File: src/rtl/picobello_pkg.sv
// Shared constants, flush FSM states and default AXI4+ATOP channel types for the
// picobello transaction throttle.
package picobello_pkg;

  localparam int unsigned DefaultMaxReads      = 8;
  localparam int unsigned DefaultMaxWrites     = 8;
  localparam int unsigned DefaultTimeoutCycles = 1024;

  typedef enum logic [1:0] {
    IDLE    = 2'd0,
    DRAIN   = 2'd1,
    FLUSHED = 2'd2
  } flush_state_e;

  typedef struct packed {
    logic [3:0]  id;
    logic [31:0] addr;
    logic [7:0]  len;
    logic [2:0]  size;
    logic [1:0]  burst;
    logic [5:0]  atop;
  } pb_aw_chan_t;

  typedef struct packed {
    logic [63:0] data;
    logic [7:0]  strb;
    logic        last;
  } pb_w_chan_t;

  typedef struct packed {
    logic [3:0] id;
    logic [1:0] resp;
  } pb_b_chan_t;

  typedef struct packed {
    logic [3:0]  id;
    logic [31:0] addr;
    logic [7:0]  len;
    logic [2:0]  size;
    logic [1:0]  burst;
  } pb_ar_chan_t;

  typedef struct packed {
    logic [3:0]  id;
    logic [63:0] data;
    logic [1:0]  resp;
    logic        last;
  } pb_r_chan_t;

  typedef struct packed {
    pb_aw_chan_t aw;
    logic        aw_valid;
    pb_w_chan_t  w;
    logic        w_valid;
    logic        b_ready;
    pb_ar_chan_t ar;
    logic        ar_valid;
    logic        r_ready;
  } pb_axi_req_t;

  typedef struct packed {
    logic       aw_ready;
    logic       ar_ready;
    logic       w_ready;
    logic       b_valid;
    pb_b_chan_t b;
    logic       r_valid;
    pb_r_chan_t r;
  } pb_axi_rsp_t;

endpackage

File: src/rtl/picobello_updown_cnt.sv
// Saturating up/down counter: adds inc_i (0..2), subtracts dec_i, clamps to [0, MaxVal].
// clr_i has priority over counting.
module picobello_updown_cnt #(
  parameter int unsigned MaxVal = 8,
  parameter int unsigned Width  = $clog2(MaxVal + 1)
) (
  input  logic             clk_i,
  input  logic             rst_ni,
  input  logic             clr_i,
  input  logic [1:0]       inc_i,
  input  logic             dec_i,
  output logic [Width-1:0] cnt_o
);

  localparam int unsigned SumW = Width + 2;

  logic [Width-1:0] cnt_q, cnt_d;
  logic [SumW-1:0]  sum;

  always_comb begin
    sum = {2'b00, cnt_q} + {{Width{1'b0}}, inc_i};
    if (dec_i && (sum != '0)) begin
      sum = sum - SumW'(1);
    end
    if (clr_i) begin
      cnt_d = '0;
    end else if (sum > SumW'(MaxVal)) begin
      cnt_d = Width'(MaxVal);
    end else begin
      cnt_d = sum[Width-1:0];
    end
  end

  always_ff @(posedge clk_i or negedge rst_ni) begin
    if (!rst_ni) begin
      cnt_q <= '0;
    end else begin
      cnt_q <= cnt_d;
    end
  end

  assign cnt_o = cnt_q;

  // A lone decrement at zero means a completion arrived for nothing outstanding.
  underflow_a: assert property (@(posedge clk_i) disable iff (!rst_ni)
    !(dec_i && (inc_i == 2'd0) && (cnt_q == '0)));

endmodule

File: src/rtl/picobello_axi_txn_throttle.sv
// AXI4 outstanding-transaction throttle with flush/quiesce handshake; only AW/AR valid/ready are gated.
// Optional stuck-transaction watchdog enabled by defining PICOBELLO_TXN_THROTTLE_TIMEOUT_EN.
module picobello_axi_txn_throttle
  import picobello_pkg::*;
#(
  parameter int unsigned MaxReads      = DefaultMaxReads,
  parameter int unsigned MaxWrites     = DefaultMaxWrites,
`ifdef PICOBELLO_TXN_THROTTLE_TIMEOUT_EN
  parameter int unsigned TimeoutCycles = DefaultTimeoutCycles,
`endif
  parameter type         axi_req_t     = picobello_pkg::pb_axi_req_t,
  parameter type         axi_rsp_t     = picobello_pkg::pb_axi_rsp_t
) (
  input  logic                             clk_i,
  input  logic                             rst_ni,
  input  logic                             flush_i,
  output logic                             flushed_o,
  output logic                             busy_o,
  output logic [$clog2(MaxReads+1)-1:0]    rd_cnt_o,
  output logic [$clog2(MaxWrites+1)-1:0]   wr_cnt_o,
`ifdef PICOBELLO_TXN_THROTTLE_TIMEOUT_EN
  output logic                             timeout_o,
`endif
  input  axi_req_t                         slv_req_i,
  output axi_rsp_t                         slv_rsp_o,
  output axi_req_t                         mst_req_o,
  input  axi_rsp_t                         mst_rsp_i
);

  // States: IDLE = traffic admitted | DRAIN = AW/AR blocked, waiting for zero | FLUSHED = quiesced
  localparam int unsigned RdW = $clog2(MaxReads + 1);
  localparam int unsigned WrW = $clog2(MaxWrites + 1);

  flush_state_e state_q, state_d;

  logic       ar_stall, aw_stall;
  logic       ar_hs, aw_hs, r_last_hs, b_hs;
  logic       aw_reads;
  logic [1:0] rd_inc;
  logic       rd_drained, wr_drained;

  // Stalls use only registered state and aw.atop, so ready never depends on valid.
  always_comb begin
    ar_stall = (rd_cnt_o == RdW'(MaxReads)) || (state_q != IDLE);
    aw_stall = (wr_cnt_o == WrW'(MaxWrites)) || (state_q != IDLE) ||
               (slv_req_i.aw.atop[5] && (rd_cnt_o == RdW'(MaxReads)));
  end

  always_comb begin
    mst_req_o          = slv_req_i;
    mst_req_o.aw_valid = slv_req_i.aw_valid & ~aw_stall;
    mst_req_o.ar_valid = slv_req_i.ar_valid & ~ar_stall;
    slv_rsp_o          = mst_rsp_i;
    slv_rsp_o.aw_ready = mst_rsp_i.aw_ready & ~aw_stall;
    slv_rsp_o.ar_ready = mst_rsp_i.ar_ready & ~ar_stall;
  end

  assign ar_hs     = mst_req_o.ar_valid & mst_rsp_i.ar_ready;
  assign aw_hs     = mst_req_o.aw_valid & mst_rsp_i.aw_ready;
  assign r_last_hs = mst_rsp_i.r_valid & slv_req_i.r_ready & mst_rsp_i.r.last;
  assign b_hs      = mst_rsp_i.b_valid & slv_req_i.b_ready;
  assign aw_reads  = aw_hs & slv_req_i.aw.atop[5];
  assign rd_inc    = 2'(ar_hs) + 2'(aw_reads);

  picobello_updown_cnt #(
    .MaxVal ( MaxReads )
  ) u_rd_cnt (
    .clk_i  ( clk_i     ),
    .rst_ni ( rst_ni    ),
    .clr_i  ( 1'b0      ),
    .inc_i  ( rd_inc    ),
    .dec_i  ( r_last_hs ),
    .cnt_o  ( rd_cnt_o  )
  );

  picobello_updown_cnt #(
    .MaxVal ( MaxWrites )
  ) u_wr_cnt (
    .clk_i  ( clk_i         ),
    .rst_ni ( rst_ni        ),
    .clr_i  ( 1'b0          ),
    .inc_i  ( {1'b0, aw_hs} ),
    .dec_i  ( b_hs          ),
    .cnt_o  ( wr_cnt_o      )
  );

  // Outside IDLE nothing can increment, so "zero after this cycle" is zero or a final decrement.
  assign rd_drained = (rd_cnt_o == '0) || ((rd_cnt_o == RdW'(1)) && r_last_hs);
  assign wr_drained = (wr_cnt_o == '0) || ((wr_cnt_o == WrW'(1)) && b_hs);

  always_comb begin
    state_d = state_q;
    unique case (state_q)
      IDLE: begin
        if (flush_i) state_d = DRAIN;
      end
      DRAIN: begin
        if (!flush_i) begin
          state_d = IDLE;
        end else if (rd_drained && wr_drained) begin
          state_d = FLUSHED;
        end
      end
      FLUSHED: begin
        if (!flush_i) state_d = IDLE;
      end
      default: state_d = IDLE;
    endcase
  end

  always_ff @(posedge clk_i or negedge rst_ni) begin
    if (!rst_ni) begin
      state_q <= IDLE;
    end else begin
      state_q <= state_d;
    end
  end

  assign flushed_o = (state_q == FLUSHED);
  assign busy_o    = (rd_cnt_o != '0) || (wr_cnt_o != '0);

`ifdef PICOBELLO_TXN_THROTTLE_TIMEOUT_EN
  localparam int unsigned TmoW = $clog2(TimeoutCycles + 1);

  logic [TmoW-1:0] tmo_cnt;
  logic            tmo_clr;
  logic            timeout_q;

  // Any completion proves forward progress and restarts the watchdog.
  assign tmo_clr = ~busy_o | r_last_hs | b_hs;

  picobello_updown_cnt #(
    .MaxVal ( TimeoutCycles )
  ) u_tmo_cnt (
    .clk_i  ( clk_i   ),
    .rst_ni ( rst_ni  ),
    .clr_i  ( tmo_clr ),
    .inc_i  ( 2'd1    ),
    .dec_i  ( 1'b0    ),
    .cnt_o  ( tmo_cnt )
  );

  always_ff @(posedge clk_i or negedge rst_ni) begin
    if (!rst_ni) begin
      timeout_q <= 1'b0;
    end else begin
      timeout_q <= timeout_q | (tmo_cnt == TmoW'(TimeoutCycles));
    end
  end

  assign timeout_o = timeout_q;
`endif

endmodule

File: config.mk
export PLATFORM = sky130hd
export DESIGN_NAME = picobello_axi_txn_throttle
export DESIGN_NICKNAME = d
export VERILOG_FILES = /design/src/rtl/picobello_pkg.sv /design/src/rtl/picobello_updown_cnt.sv /design/src/rtl/picobello_axi_txn_throttle.sv
export SDC_FILE = /design/constraint.sdc
export NUM_CORES = 1
export LEC_CHECK = 0
export BUFFER_PORTS_ARGS = -buffer_cell sky130_fd_sc_hd__buf_2
export CAP_MARGIN = 5
export CORE_AREA = 2 2 213 215
export CTS_CLUSTER_SIZE = 14
export DETAILED_ROUTE_END_ITERATION = 7
export DIE_AREA = 0 0 215 217
export SETUP_SLACK_MARGIN = 0.3
export SYNTH_ARGS = -nofsm -noshare
export SYNTH_HDL_FRONTEND = slang
export SYNTH_SLANG_ARGS = --single-unit
File: constraint.sdc
create_clock -name clk_i -period 3.6 [get_ports clk_i]
set_clock_uncertainty 0.15 [all_clocks]
set_input_delay 0.18 -clock clk_i [delete_from_list [all_inputs] [get_ports clk_i]]
set_output_delay 0.18 -clock clk_i [all_outputs]
set_load 0.02 [all_outputs]
==> metrics.md, run 1 <==
| Metric | Value |
|---|---|
| Power Density | 581.9 nW/um^2 |
| Count of boundary I/O pins | 541 |
| Fmax | 313.7 MHz |
| Average cell area after synthesis | 7.900 um^2 |
| Peak supply drop | 0.2790 mV |
| Largest fanout on the critical path | 8 |
| Number of H-tree levels | 1 |
| End point of the most critical hold path | state_q[1] |
| Vias in the first global route | 1707 |
| DR vias/cell | 2.130 |
| Count of unique library cells instantiated by Yosys | 55 |
| Gate power share | 68.1% |
| Std cell rows | 78 |
| Finish-stage setup viols | 0 |
| Root buf cell | sky130_fd_sc_hd__clkbuf_16 |
| Starting Density | 7.034% |
| Net count of the finished layout | 452 |
| Crit Reg-Reg Startpoint | u_rd_cnt.cnt_o[3] |
| Cell area after synthesis | 3144 um^2 |
| Kind of critical path | flop to flop |
| Final critical path time including I/O delays and setup | 3188 ps |
| Maximum clock path buffer count | 2 |
| Arrival time worst endpoint | 3200 ps |
| Clock latency reported for the late side of the worst-skew pair | 240 ps |
| Post-synth ARST share | 100.0% |
| Hold WC Path Type | input pin to flop |
| Total CTS buffers | 3 |
| Power spent charging and discharging nets | 0.0006322 W |
| Total routed wirelength | 9696 um |
| Dominant register cell in the synthesized netlist | sky130_fd_sc_hd__dfrtp_1 |
| Synthesis-stage register bit count | 10 |
| Reg power frac | 15.0% |
| Worst Hold Slack | 17.76 ps |
| Final-report max-slew violation count | 0 |
| Warning count from the yosys run | 0 |
| Drt pass-1 iters | 4 |
| Die width | 215 um |
| Initial antenna violation count | 1 |
| Slowest stage cell on the critical path | sky130_fd_sc_hd__fa_1 |
| Die Span Y | 217 um |
| R2R cell count | 13 |
| Max incr delay on CP | 440 ps |
| Crit path capture type | flop |
| Gate count of the mapped netlist | 398 |
| Internal | 0.0006865 W |
| Fraction of the cycle the final worst path needs | 88.54% |
| Final Hold Viols | 0 |
| Layout overhead on the synthesized area | -27.93% |
| Number of nets produced by synthesis | 673 |
| Count of buffers from port buffering | 32 |
| Drt drc | 0 |
| Pin count of the biggest net entering global routing | 13 |
| GRT overflow | 0 |
| Switching share of power | 47.94% |
| FF/Latch Area | 251.5 um^2 |
| Total Power Consumption | 0.001319 W |
| Count of vias placed by the detailed router | 1653 |
| Total leakage power | 0.6952 nW |
| R2r endpoint | u_rd_cnt.cnt_o[0] |
| Startpoint types | flop |
| Worst max-slew margin expressed relative to the limit | 74.58% |
| First-iteration detailed-routing DRC count | 142 |
| Fin worst setup slack | 412.4 ps |
| Total global routing track utilization | 3.966% |
| Fraction of final layout cells with drive strength greater than 1 | 37.50% |
| Multi-input combinational cell area | 937.1 um^2 |
| Clock tree from TritonCTS | yes |
| Setup Buffers After CTS | 0 |
| Area enclosed by the die boundary | 46660 um^2 |
| DP Wirelength | 8180 um |
| Library cell occupying the most area in the post-synthesis netlist | sky130_fd_sc_hd__buf_4 |
| Portion of total power attributed to the clock network | 16.9% |
| Worst slew pin tran | 378.5 ps |
| Number of clock sinks seen by CTS | 10 |
| Global placement routability congestion | 0.7843 |
| Result of the run | finished, final reports clean |
| Routed len/inst | 12.49 um |
| EDFF count, synth | 0 |
| Post-route ant nets | 0 |
| Antenna Cells | 0 |
| Clock slew at the register clock pins of the worst setup and hold paths | 40 ps |
| Source of the worst hold timing path | flush_i |
| Fillers | 5343 |
| Cell types occupying the most area after synthesis | sky130_fd_sc_hd__buf_4 62%, sky130_fd_sc_hd__dfrtp_1 8.0%, sky130_fd_sc_hd__ha_1 2.8%, sky130_fd_sc_hd__nand2_1 2.4%, sky130_fd_sc_hd__buf_6 1.4% |
| Setup Slack @ Placement | 250.4 ps |
| Count of maximum capacitance violations | 0 |
| Post-Route Setup TNS | 0 ps |
| Core utilization of the finished layout | 5.069% |
| Sequential element share of the synthesized area | 7.959% |
| Register-to-register setup slack | 410 ps |
| Wire length of the first global-routing pass | 12200 um |
| Setup repair after global routing missed its margin | true |
| Area inside the core boundary | 44700 um^2 |
| Worst path required time | 3620 ps |
| Cell depth of the worst min-delay path | 2 |
| Cell breakdown of the critical path | inv_2, nor4_4, nor3_1, and2_1, nand2_1, fa_1, inv_1, ha_2, inv_1, ha_2, a31oi_4, or3_1, a21boi_1 |
| Share of the synthesized area in the top cell type | 62.08% |
-- power by group through the flow --
| stage | logic (W) | clock network (W) | registers [W] |
|---|---|---|---|
| final | 0.000898 | 0.000223 | 0.000198 |
| after global placement | 0.000850 | 0 | 0.000188 |
| after detailed placement | 0.000861 | 0 | 0.000190 |
| after floorplan | 0.000995 | 0 | 0.000237 |
| after CTS | 0.000881 | 0.000228 | 0.000192 |
| after global routing | 0.000987 | 0.000233 | 0.000205 |
-- cells by family (layout without fill, tap and decap cells) --
logic type | after synthesis | count (layout) | synth area share, %
buffers and inverters | 271 | 49 | 64.38
muxes | 2 | 2 | 0.6765
and+or+nand+nor | 68 | 68 | 12.10
DFF | 10 | 10 | 7.959
adders and majority gates | 8 | 8 | 3.422
xor gates and xnor gates | 7 | 7 | 2.547
AOI/OAI and AO/OA | 32 | 32 | 8.914
-- routing by layer --
layer	global-route usage, %	routed length, um
met2	5.836	4261
met1	2.153	2044
met3	3.774	2000
met5	1.146	61
met4	5.839	1327
-- how the worst max path moves through the flow --
stage / startpoint / cells after the start / endpoint
4_1_cts: u_rd_cnt.cnt_o[1] / 12 / u_rd_cnt.cnt_o[0]
3_5_place_dp: u_rd_cnt.cnt_o[1] / 12 / u_wr_cnt.cnt_o[1]
6_report: u_rd_cnt.cnt_o[3] / 13 / u_rd_cnt.cnt_o[0]
3_3_place_gp: u_rd_cnt.cnt_o[1] / 12 / u_wr_cnt.cnt_o[0]
5_1_grt: u_rd_cnt.cnt_o[3] / 13 / u_rd_cnt.cnt_o[0]
2_1_floorplan: u_rd_cnt.cnt_o[3] / 14 / u_wr_cnt.cnt_o[3]
-- flip-flops by register name, indices dropped and copies added (netlist names) --
signal / flops
u_rd_cnt.cnt_o: 4
u_wr_cnt.cnt_o: 4
state_q: 2
-- worst max-delay path, delay by kind of cell (launching register included) --
family                   cells  cell delay [ps]
adder cells (fa/ha/maj)      3              930
buffers and inverters        3              330
flip-flops                   1              380
AND/OR/NAND/NOR              5             1060
AO/OA/AOI/OAI                2              270
-- cells in the final DEF (no fill, tap or decap), types with 2 or more instances in the layout --
cell / instances
sky130_fd_sc_hd__buf_2: 32
sky130_fd_sc_hd__nand2_1: 20
sky130_fd_sc_hd__dfrtp_1: 9
sky130_fd_sc_hd__nand3_1: 7
sky130_fd_sc_hd__nor2_1: 7
sky130_fd_sc_hd__buf_4: 6
sky130_fd_sc_hd__and2_1: 5
sky130_fd_sc_hd__inv_1: 5
sky130_fd_sc_hd__xnor2_1: 5
sky130_fd_sc_hd__a21oi_1: 5
sky130_fd_sc_hd__nor3_1: 4
sky130_fd_sc_hd__nor2b_1: 3
sky130_fd_sc_hd__nand4_1: 3
sky130_fd_sc_hd__nor4_1: 3
sky130_fd_sc_hd__a211oi_1: 3
sky130_fd_sc_hd__ha_2: 3
sky130_fd_sc_hd__ha_1: 3
sky130_fd_sc_hd__clkbuf_16: 3
sky130_fd_sc_hd__nor4_4: 2
sky130_fd_sc_hd__o211a_1: 2
sky130_fd_sc_hd__a21boi_1: 2
sky130_fd_sc_hd__o21ai_0: 2
sky130_fd_sc_hd__or3_1: 2
sky130_fd_sc_hd__nor3b_1: 2
-- repair_timing --
action                                  4_1_cts  5_1_grt
pin swaps                                     1        3
gates cloned                                  0        0
endpoints found under the hold margin        10        0
hold buffers                                  1        0
gates resized for setup                       3        9
endpoints found under the setup margin        4        8
-- cells in the mapped netlist (2+ instances only) --
cell and count:
sky130_fd_sc_hd__nand2_1 20, sky130_fd_sc_hd__nor3_1 4, sky130_fd_sc_hd__dfrtp_1 10, sky130_fd_sc_hd__or3_1 2
sky130_fd_sc_hd__and3_1 2, sky130_fd_sc_hd__o21ai_0 2, sky130_fd_sc_hd__a2111oi_2 2, sky130_fd_sc_hd__o211a_1 2
sky130_fd_sc_hd__nor4_1 3, sky130_fd_sc_hd__a21boi_1 2, sky130_fd_sc_hd__buf_4 260, sky130_fd_sc_hd__nor2b_1 4
sky130_fd_sc_hd__buf_6 4, sky130_fd_sc_hd__inv_1 5, sky130_fd_sc_hd__nand4_1 3, sky130_fd_sc_hd__nand3_1 7
sky130_fd_sc_hd__xnor2_1 5, sky130_fd_sc_hd__a211oi_1 3, sky130_fd_sc_hd__a21oi_1 5, sky130_fd_sc_hd__ha_1 7
sky130_fd_sc_hd__nor2_1 7, sky130_fd_sc_hd__nor3b_1 2, sky130_fd_sc_hd__and2_1 5
-- stage by stage --
step	cells	area, um^2
after detailed placement	771	2111
final	776	2266
after floorplan	398	3157
after global placement	771	2111
after CTS	776	2223
after global routing	776	2266
-- layout make-up --
cell class | count | area share (%)
Tap cell | 600 | 33.13
Inverter | 6 | 0.9939
Sequential cell | 10 | 11.10
Clock buffer | 4 | 3.920
Multi-Input combinational cell | 117 | 41.36
Timing Repair Buffer | 39 | 9.498
(Power assumes the default switching activity.)
==> inputs of run 2 (changes only) <==
--- a/config.mk
+++ b/config.mk
@@ -11,6 +11,7 @@
 export CTS_CLUSTER_SIZE = 14
 export DETAILED_ROUTE_END_ITERATION = 7
 export DIE_AREA = 0 0 215 217
+export REMOVE_ABC_BUFFERS = 1
 export SETUP_SLACK_MARGIN = 0.3
 export SYNTH_ARGS = -nofsm -noshare
 export SYNTH_HDL_FRONTEND = slang
==> metrics.md, run 2 (synthesis results as in run 1) <==
| Metric | Value |
|---|---|
| Result of the run | finished, final reports clean |
| Routed len/inst | 97.53 um |
| Family of cells with the greatest summed delay on the critical path | adder cells |
| Clock tree from TritonCTS | yes |
| Die Span Y | 217 um |
| Final-report max-slew violation count | 0 |
| Area inside the core boundary | 44700 um^2 |
| Setup Slack @ Placement | 33.94 ps |
| Fraction of final layout cells with drive strength greater than 1 | 58.10% |
| Hold WC Path Type | input pin to flop |
| Vias in the first global route | 2207 |
| Area enclosed by the die boundary | 46660 um^2 |
| Slowest stage cell on the critical path | sky130_fd_sc_hd__fa_2 |
| Final Hold Viols | 0 |
| Die width | 215 um |
| Finish-stage setup viols | 0 |
| Number of clock sinks seen by CTS | 10 |
| Worst max-slew margin expressed relative to the limit | 69.68% |
| Drt drc | 0 |
| Post-route ant nets | 0 |
| Power Density | 720.3 nW/um^2 |
| Count of vias placed by the detailed router | 2668 |
| Arrival time worst endpoint | 3220 ps |
| Kind of critical path | flop to flop |
| Clock slew at the register clock pins of the worst setup and hold paths | 50 ps |
| CP bufs+invs | 4 |
| Number of H-tree levels | 1 |
| Most used cells in the layout excluding fill and tap cells | 39 x sky130_fd_sc_hd__buf_4, 32 x sky130_fd_sc_hd__buf_2, 18 x sky130_fd_sc_hd__nand2_1 |
| Net count of the finished layout | 487 |
| Peak supply drop | 0.1263 mV |
| Fmax | 312.4 MHz |
| Max incr delay on CP | 420 ps |
| Cell breakdown of the critical path | inv_2, nor4_4, a2111oi_4, and3_4, nand2_1, fa_2, inv_2, ha_4, inv_4, ha_4, a31oi_4, buf_12, or3_1, a21boi_2 |
| DP Wirelength | 77170 um |
| Worst Hold Slack | 26.73 ps |
| Final critical path time including I/O delays and setup | 3201 ps |
| Count of maximum capacitance violations | 0 |
| DR vias/cell | 3.294 |
| Total leakage power | 0.8864 nW |
| Setup repair after global routing missed its margin | false |
| Most common cell after layout, fill and taps aside | sky130_fd_sc_hd__buf_4 |
| Global placement routability congestion | 1.427 |
| Wire length of the first global-routing pass | 85010 um |
| Clock latency reported for the late side of the worst-skew pair | 240 ps |
| Startpoint types | flop |
| Largest fanout on the critical path | 7 |
| Pin count of the biggest net entering global routing | 13 |
| Total CTS buffers | 3 |
| Worst path required time | 3610 ps |
| Worst slew pin tran | 453.8 ps |
| Fraction of the cycle the final worst path needs | 88.92% |
| Crit Reg-Reg Startpoint | u_rd_cnt.cnt_o[3] |
| Std cell rows | 78 |
| Total global routing track utilization | 32.90% |
| Total routed wirelength | 79000 um |
| Starting Density | 7.034% |
| First-iteration detailed-routing DRC count | 353 |
| Root buf cell | sky130_fd_sc_hd__clkbuf_16 |
| Layout overhead on the synthesized area | -14.88% |
| Count of boundary I/O pins | 541 |
| Crit path capture type | flop |
| GRT overflow | 0 |
| Maximum clock path buffer count | 2 |
| Fin worst setup slack | 398.7 ps |
| Initial antenna violation count | 0 |
| Count of buffers from port buffering | 32 |
| Core utilization of the finished layout | 5.988% |
| Source of the worst hold timing path | flush_i |
| Critical Path Source | u_rd_cnt.cnt_o[3] |
| Antenna Cells | 0 |
| Drt pass-1 iters | 4 |
run 2: layout make-up:
| class | instances | area (um^2) |
|---|---|---|
| inverter | 6 | 25.02 |
| timing repair buffer | 74 | 494.2 |
| clock buffer | 3 | 75.07 |
| tap | 600 | 750.7 |
| sequential | 10 | 250.2 |
| fill | 5346 | 42020 |
| multi-input combinational | 117 | 1081 |
run 2: per-stage QoR:
stage,instances,TNS [ps],cell area (um^2),total power (W)
2_1_floorplan,133,0,1142,0.0007732
3_3_place_gp,801,-53.18,2336,0.001543
3_5_place_dp,801,0,2336,0.001465
4_1_cts,807,0,2504,0.001787
5_1_grt,810,0,2676,0.002048
6_report,810,0,2676,0.001928
run 2: report_power, final:
part           internal, W  leakage [nW]  switching (W)
Sequential        0.000152         0.130      0.0000400
Combinational     0.000662         0.720       0.000865
Clock             0.000145        0.0370      0.0000628
run 2: worst paths after layout:
| kind | end | slack (ps) | cells past startpoint |
|---|---|---|---|
| min in group asynchronous | u_rd_cnt.cnt_o[1] | 270 | 2 |
| worst min-delay path | state_q[1] | 30 | 2 |
| max in group asynchronous | state_q[0] | 2740 | 2 |
| worst max-delay path | u_rd_cnt.cnt_o[0] | 400 | 14 |
| worst min register to register | state_q[0] | 460 | 1 |
| worst max register to register | u_rd_cnt.cnt_o[0] | 400 | 14 |
run 2: repair_timing:
item                                    4_1_cts  5_1_grt
hold buffers                                  1        0
resized for setup                            15       31
gates cloned                                  0        0
setup buffers                                 2        3
hold endpoints to repair                     10        0
pin swaps                                     2       10
endpoints found under the setup margin        8        8
run 2: routing by layer:
| metal | wire length, um | part of all wire (%) | track usage (%) |
|---|---|---|---|
| met3 | 23550 | 30 | 49.32 |
| met2 | 38340 | 49 | 58.43 |
| met4 | 9024 | 11 | 26.76 |
| met1 | 6786 | 8.6 | 6.162 |
| met5 | 1297 | 1.6 | 20.52 |
==> inputs of run 3 (changes only) <==
--- a/config.mk
+++ b/config.mk
@@ -5,12 +5,13 @@
 export SDC_FILE = /design/constraint.sdc
 export NUM_CORES = 1
 export LEC_CHECK = 0
+export ABC_AREA = 1
 export BUFFER_PORTS_ARGS = -buffer_cell sky130_fd_sc_hd__buf_2
 export CAP_MARGIN = 5
-export CORE_AREA = 2 2 213 215
+export CORE_AREA = 2 2 211 213
 export CTS_CLUSTER_SIZE = 14
 export DETAILED_ROUTE_END_ITERATION = 7
-export DIE_AREA = 0 0 215 217
+export DIE_AREA = 0 0 213 215
 export REMOVE_ABC_BUFFERS = 1
 export SETUP_SLACK_MARGIN = 0.3
 export SYNTH_ARGS = -nofsm -noshare
==> metrics.md, run 3 <==
| Metric | Value |
|---|---|
| Total CTS buffers | 3 |
| Post-synth ARST share | 100.0% |
| Setup repair after global routing missed its margin | true |
| Drt drc | 0 |
| Area enclosed by the die boundary | 45800 um^2 |
| Result of the run | finished, final reports clean |
| CP bufs+invs | 4 |
| Arrival time worst endpoint | 3110 ps |
| Warning count from the yosys run | 0 |
| R2R cell count | 19 |
| Area inside the core boundary | 43640 um^2 |
| First-iteration detailed-routing DRC count | 364 |
| Count of boundary I/O pins | 541 |
| Final-report max-slew violation count | 0 |
| EDFF count, synth | 0 |
| Root buf cell | sky130_fd_sc_hd__clkbuf_16 |
| Most used cells in the layout excluding fill and tap cells | 42 x sky130_fd_sc_hd__nand2_1, 32 x sky130_fd_sc_hd__buf_2, 31 x sky130_fd_sc_hd__inv_1 |
| Most common cell after layout, fill and taps aside | sky130_fd_sc_hd__nand2_1 |
| Clock tree from TritonCTS | yes |
| Fraction of the cycle the final worst path needs | 86.05% |
| Initial antenna violation count | 0 |
| Post-route ant nets | 0 |
| Global placement routability congestion | 1.334 |
| Crit path top cell by count | sky130_fd_sc_hd__nor2_1 |
| Worst slew pin tran | 370.5 ps |
| Die Span Y | 215 um |
| Slowest stage cell on the critical path | sky130_fd_sc_hd__dfrtp_1 |
| Number of clock sinks seen by CTS | 10 |
| Total Power Consumption | 0.001249 W |
| Count of vias placed by the detailed router | 2468 |
| Pin count of the biggest net entering global routing | 11 |
| Gate count of the mapped netlist | 425 |
| DP Wirelength | 75900 um |
| Count of buffers from port buffering | 32 |
| Routed len/inst | 95.71 um |
| Fmax | 322.8 MHz |
| Most frequent cell after synthesis | sky130_fd_sc_hd__buf_4 |
| Count of maximum capacitance violations | 0 |
| Cell depth of the worst setup path | 19 |
| R2r endpoint | u_wr_cnt.cnt_o[2] |
| Maximum clock path buffer count | 2 |
| Crit Reg-Reg Startpoint | u_wr_cnt.cnt_o[1] |
| Cell types occupying the most area after synthesis | sky130_fd_sc_hd__buf_4 65%, sky130_fd_sc_hd__dfrtp_1 8.4%, sky130_fd_sc_hd__nand2_1 5.4%, sky130_fd_sc_hd__inv_1 4.3%, sky130_fd_sc_hd__ha_1 2.9% |
| Worst path required time | 3610 ps |
| Starting Density | 6.863% |
| Startpoint types | flop |
| Sequential element share of the synthesized area | 8.354% |
| Vias in the first global route | 2004 |
| Layout overhead on the synthesized area | -27.36% |
| Source of the worst hold timing path | flush_i |
| Worst max-slew margin expressed relative to the limit | 75.21% |
| Final critical path time including I/O delays and setup | 3098 ps |
| Average cell area after synthesis | 7.048 um^2 |
| Synthesis-stage register bit count | 10 |
| Antenna Cells | 0 |
| Total routed wirelength | 77150 um |
| Crit path capture type | flop |
| Net count of the finished layout | 490 |
| Clock latency reported for the late side of the worst-skew pair | 240 ps |
| Cell depth of the worst min-delay path | 3 |
| Kind of critical path | flop to flop |
| Hold WC Path Type | input pin to flop |
| Die width | 213 um |
| Register-to-register setup slack | 500 ps |
| End point of the most critical hold path | state_q[0] |
| DP Area | 2019 um^2 |
| Std cell rows | 77 |
| Drt pass-1 iters | 6 |
| GRT overflow | 0 |
| Clock slew at the register clock pins of the worst setup and hold paths | 40 ps |
| Library cell occupying the most area in the post-synthesis netlist | sky130_fd_sc_hd__buf_4 |
| Count of unique library cells instantiated by Yosys | 26 |
| Most instantiated cells after synthesis | 260 x sky130_fd_sc_hd__buf_4, 43 x sky130_fd_sc_hd__nand2_1, 34 x sky130_fd_sc_hd__inv_1 |
| Dominant register cell in the synthesized netlist | sky130_fd_sc_hd__dfrtp_1 |
| Final std cell area, no fill | 2176 um^2 |
| Family of cells with the greatest summed delay on the critical path | simple AND/OR/NAND/NOR gates |
| Final Hold Viols | 0 |
| Largest fanout on the critical path | 5 |
| DR vias/cell | 3.062 |
| Peak supply drop | 0.09736 mV |
| Finish-stage setup viols | 0 |
| Wire length of the first global-routing pass | 81670 um |
| Power Density | 574.2 nW/um^2 |
| Total leakage power | 0.8687 nW |
| Cell breakdown of the critical path | or2_2, nor3_4, nor2_1, inv_1, nor3_2, buf_4, ha_2, ha_1, inv_2, ha_1, nand2_1, inv_1, nand3_2, nand2_4, nor2_1, nand3b_1, nand2_2, nand2_1, nor2_1 |
| Cell area after synthesis | 2995 um^2 |
| Total global routing track utilization | 32.90% |
| Fraction of final layout cells with drive strength greater than 1 | 36.45% |
| Post-Route Setup TNS | 0 ps |
| Number of H-tree levels | 1 |
| Share of the synthesized area in the top cell type | 65.16% |
| Max incr delay on CP | 380 ps |
==> run 3: cell types whose count changed in the layout (fill, tap and decap cells not counted), moves of 5 or more <==
cell	change
sky130_fd_sc_hd__nand3_1	+8
sky130_fd_sc_hd__ha_1	+5
sky130_fd_sc_hd__and2_1	-5
sky130_fd_sc_hd__nand2_1	+24
sky130_fd_sc_hd__inv_1	+29
sky130_fd_sc_hd__buf_4	-27
sky130_fd_sc_hd__nor2_1	+9
==> run 3: worst max path at each step <==
stage                              endpoint              start  slack, ps
final                     u_wr_cnt.cnt_o[2]  u_wr_cnt.cnt_o[1]        500
after global routing      u_wr_cnt.cnt_o[2]  u_wr_cnt.cnt_o[1]        270
after CTS                 u_wr_cnt.cnt_o[2]  u_wr_cnt.cnt_o[1]        370
after detailed placement  u_rd_cnt.cnt_o[0]  u_rd_cnt.cnt_o[0]        290
after global placement    u_rd_cnt.cnt_o[1]  u_rd_cnt.cnt_o[0]        250
after floorplan           u_rd_cnt.cnt_o[0]  u_rd_cnt.cnt_o[2]        530
==> run 3: where the power goes <==
group          internal [W]  total [W]  switching (W)
clock network      0.000167   0.000221      0.0000534
registers          0.000148   0.000181      0.0000325
logic              0.000288   0.000848       0.000560
total              0.000604    0.00125       0.000646
==> run 3: cell families after synthesis <==
logic type	after synthesis	share of synthesized area, %
xor+xnor	4	1.170
fa+ha+maj	8	3.592
simple gates	99	15.83
buf+inv	299	70.13
compound gates	5	0.9188
flops	10	8.354
==> run 3: area by class of cell <==
cell class | instances | area, um^2
Multi-Input combinational cell | 116 | 686.9
Fill cell | 5185 | 41470
Timing Repair Buffer | 45 | 260.3
Clock buffer | 4 | 88.84
Inverter | 39 | 148.9
Sequential cell | 10 | 250.2
Tap cell | 592 | 740.7
==> run 3: stage by stage <==
| stage | std cells | worst slack [ps] | hold slack [ps] | util, % |
|---|---|---|---|---|
| global placement | 799 | 247.7 | -75.40 | 4.627 |
| CTS | 804 | 371.2 | 116.3 | 4.865 |
| global route | 806 | 266.1 | 131.9 | 4.986 |
| finish | 806 | 502.3 | 111.0 | 4.986 |
| detailed placement | 799 | 287.5 | -81.86 | 4.627 |
| floorplan | 165 | 528.6 | -265.6 | - |
==> run 3: what timing repair did <==
| item | 4_1_cts | 5_1_grt |
|---|---|---|
| endpoints found under the setup margin | 2 | 8 |
| hold endpoints to repair | 10 | 0 |
| setup buffers | 0 | 2 |
| gates resized for setup | 1 | 14 |
| pin swaps | 0 | 1 |
| cloned | 0 | 0 |
| hold buffers | 1 | 0 |
==> run 3: routing by layer <==
metal,track usage (%),vias up,share of wire (%)
met2,54.63,778,47
met3,46.88,156,30
met4,35.57,22,14
met5,21.23,-,1.4
met1,6.647,907,7.7
li1,-,605,-
==> run 3: worst min-delay path, cell delays in order <==
cell and delay (ps):
sky130_fd_sc_hd__buf_2 150, sky130_fd_sc_hd__nand3_1 90, sky130_fd_sc_hd__inv_1 40
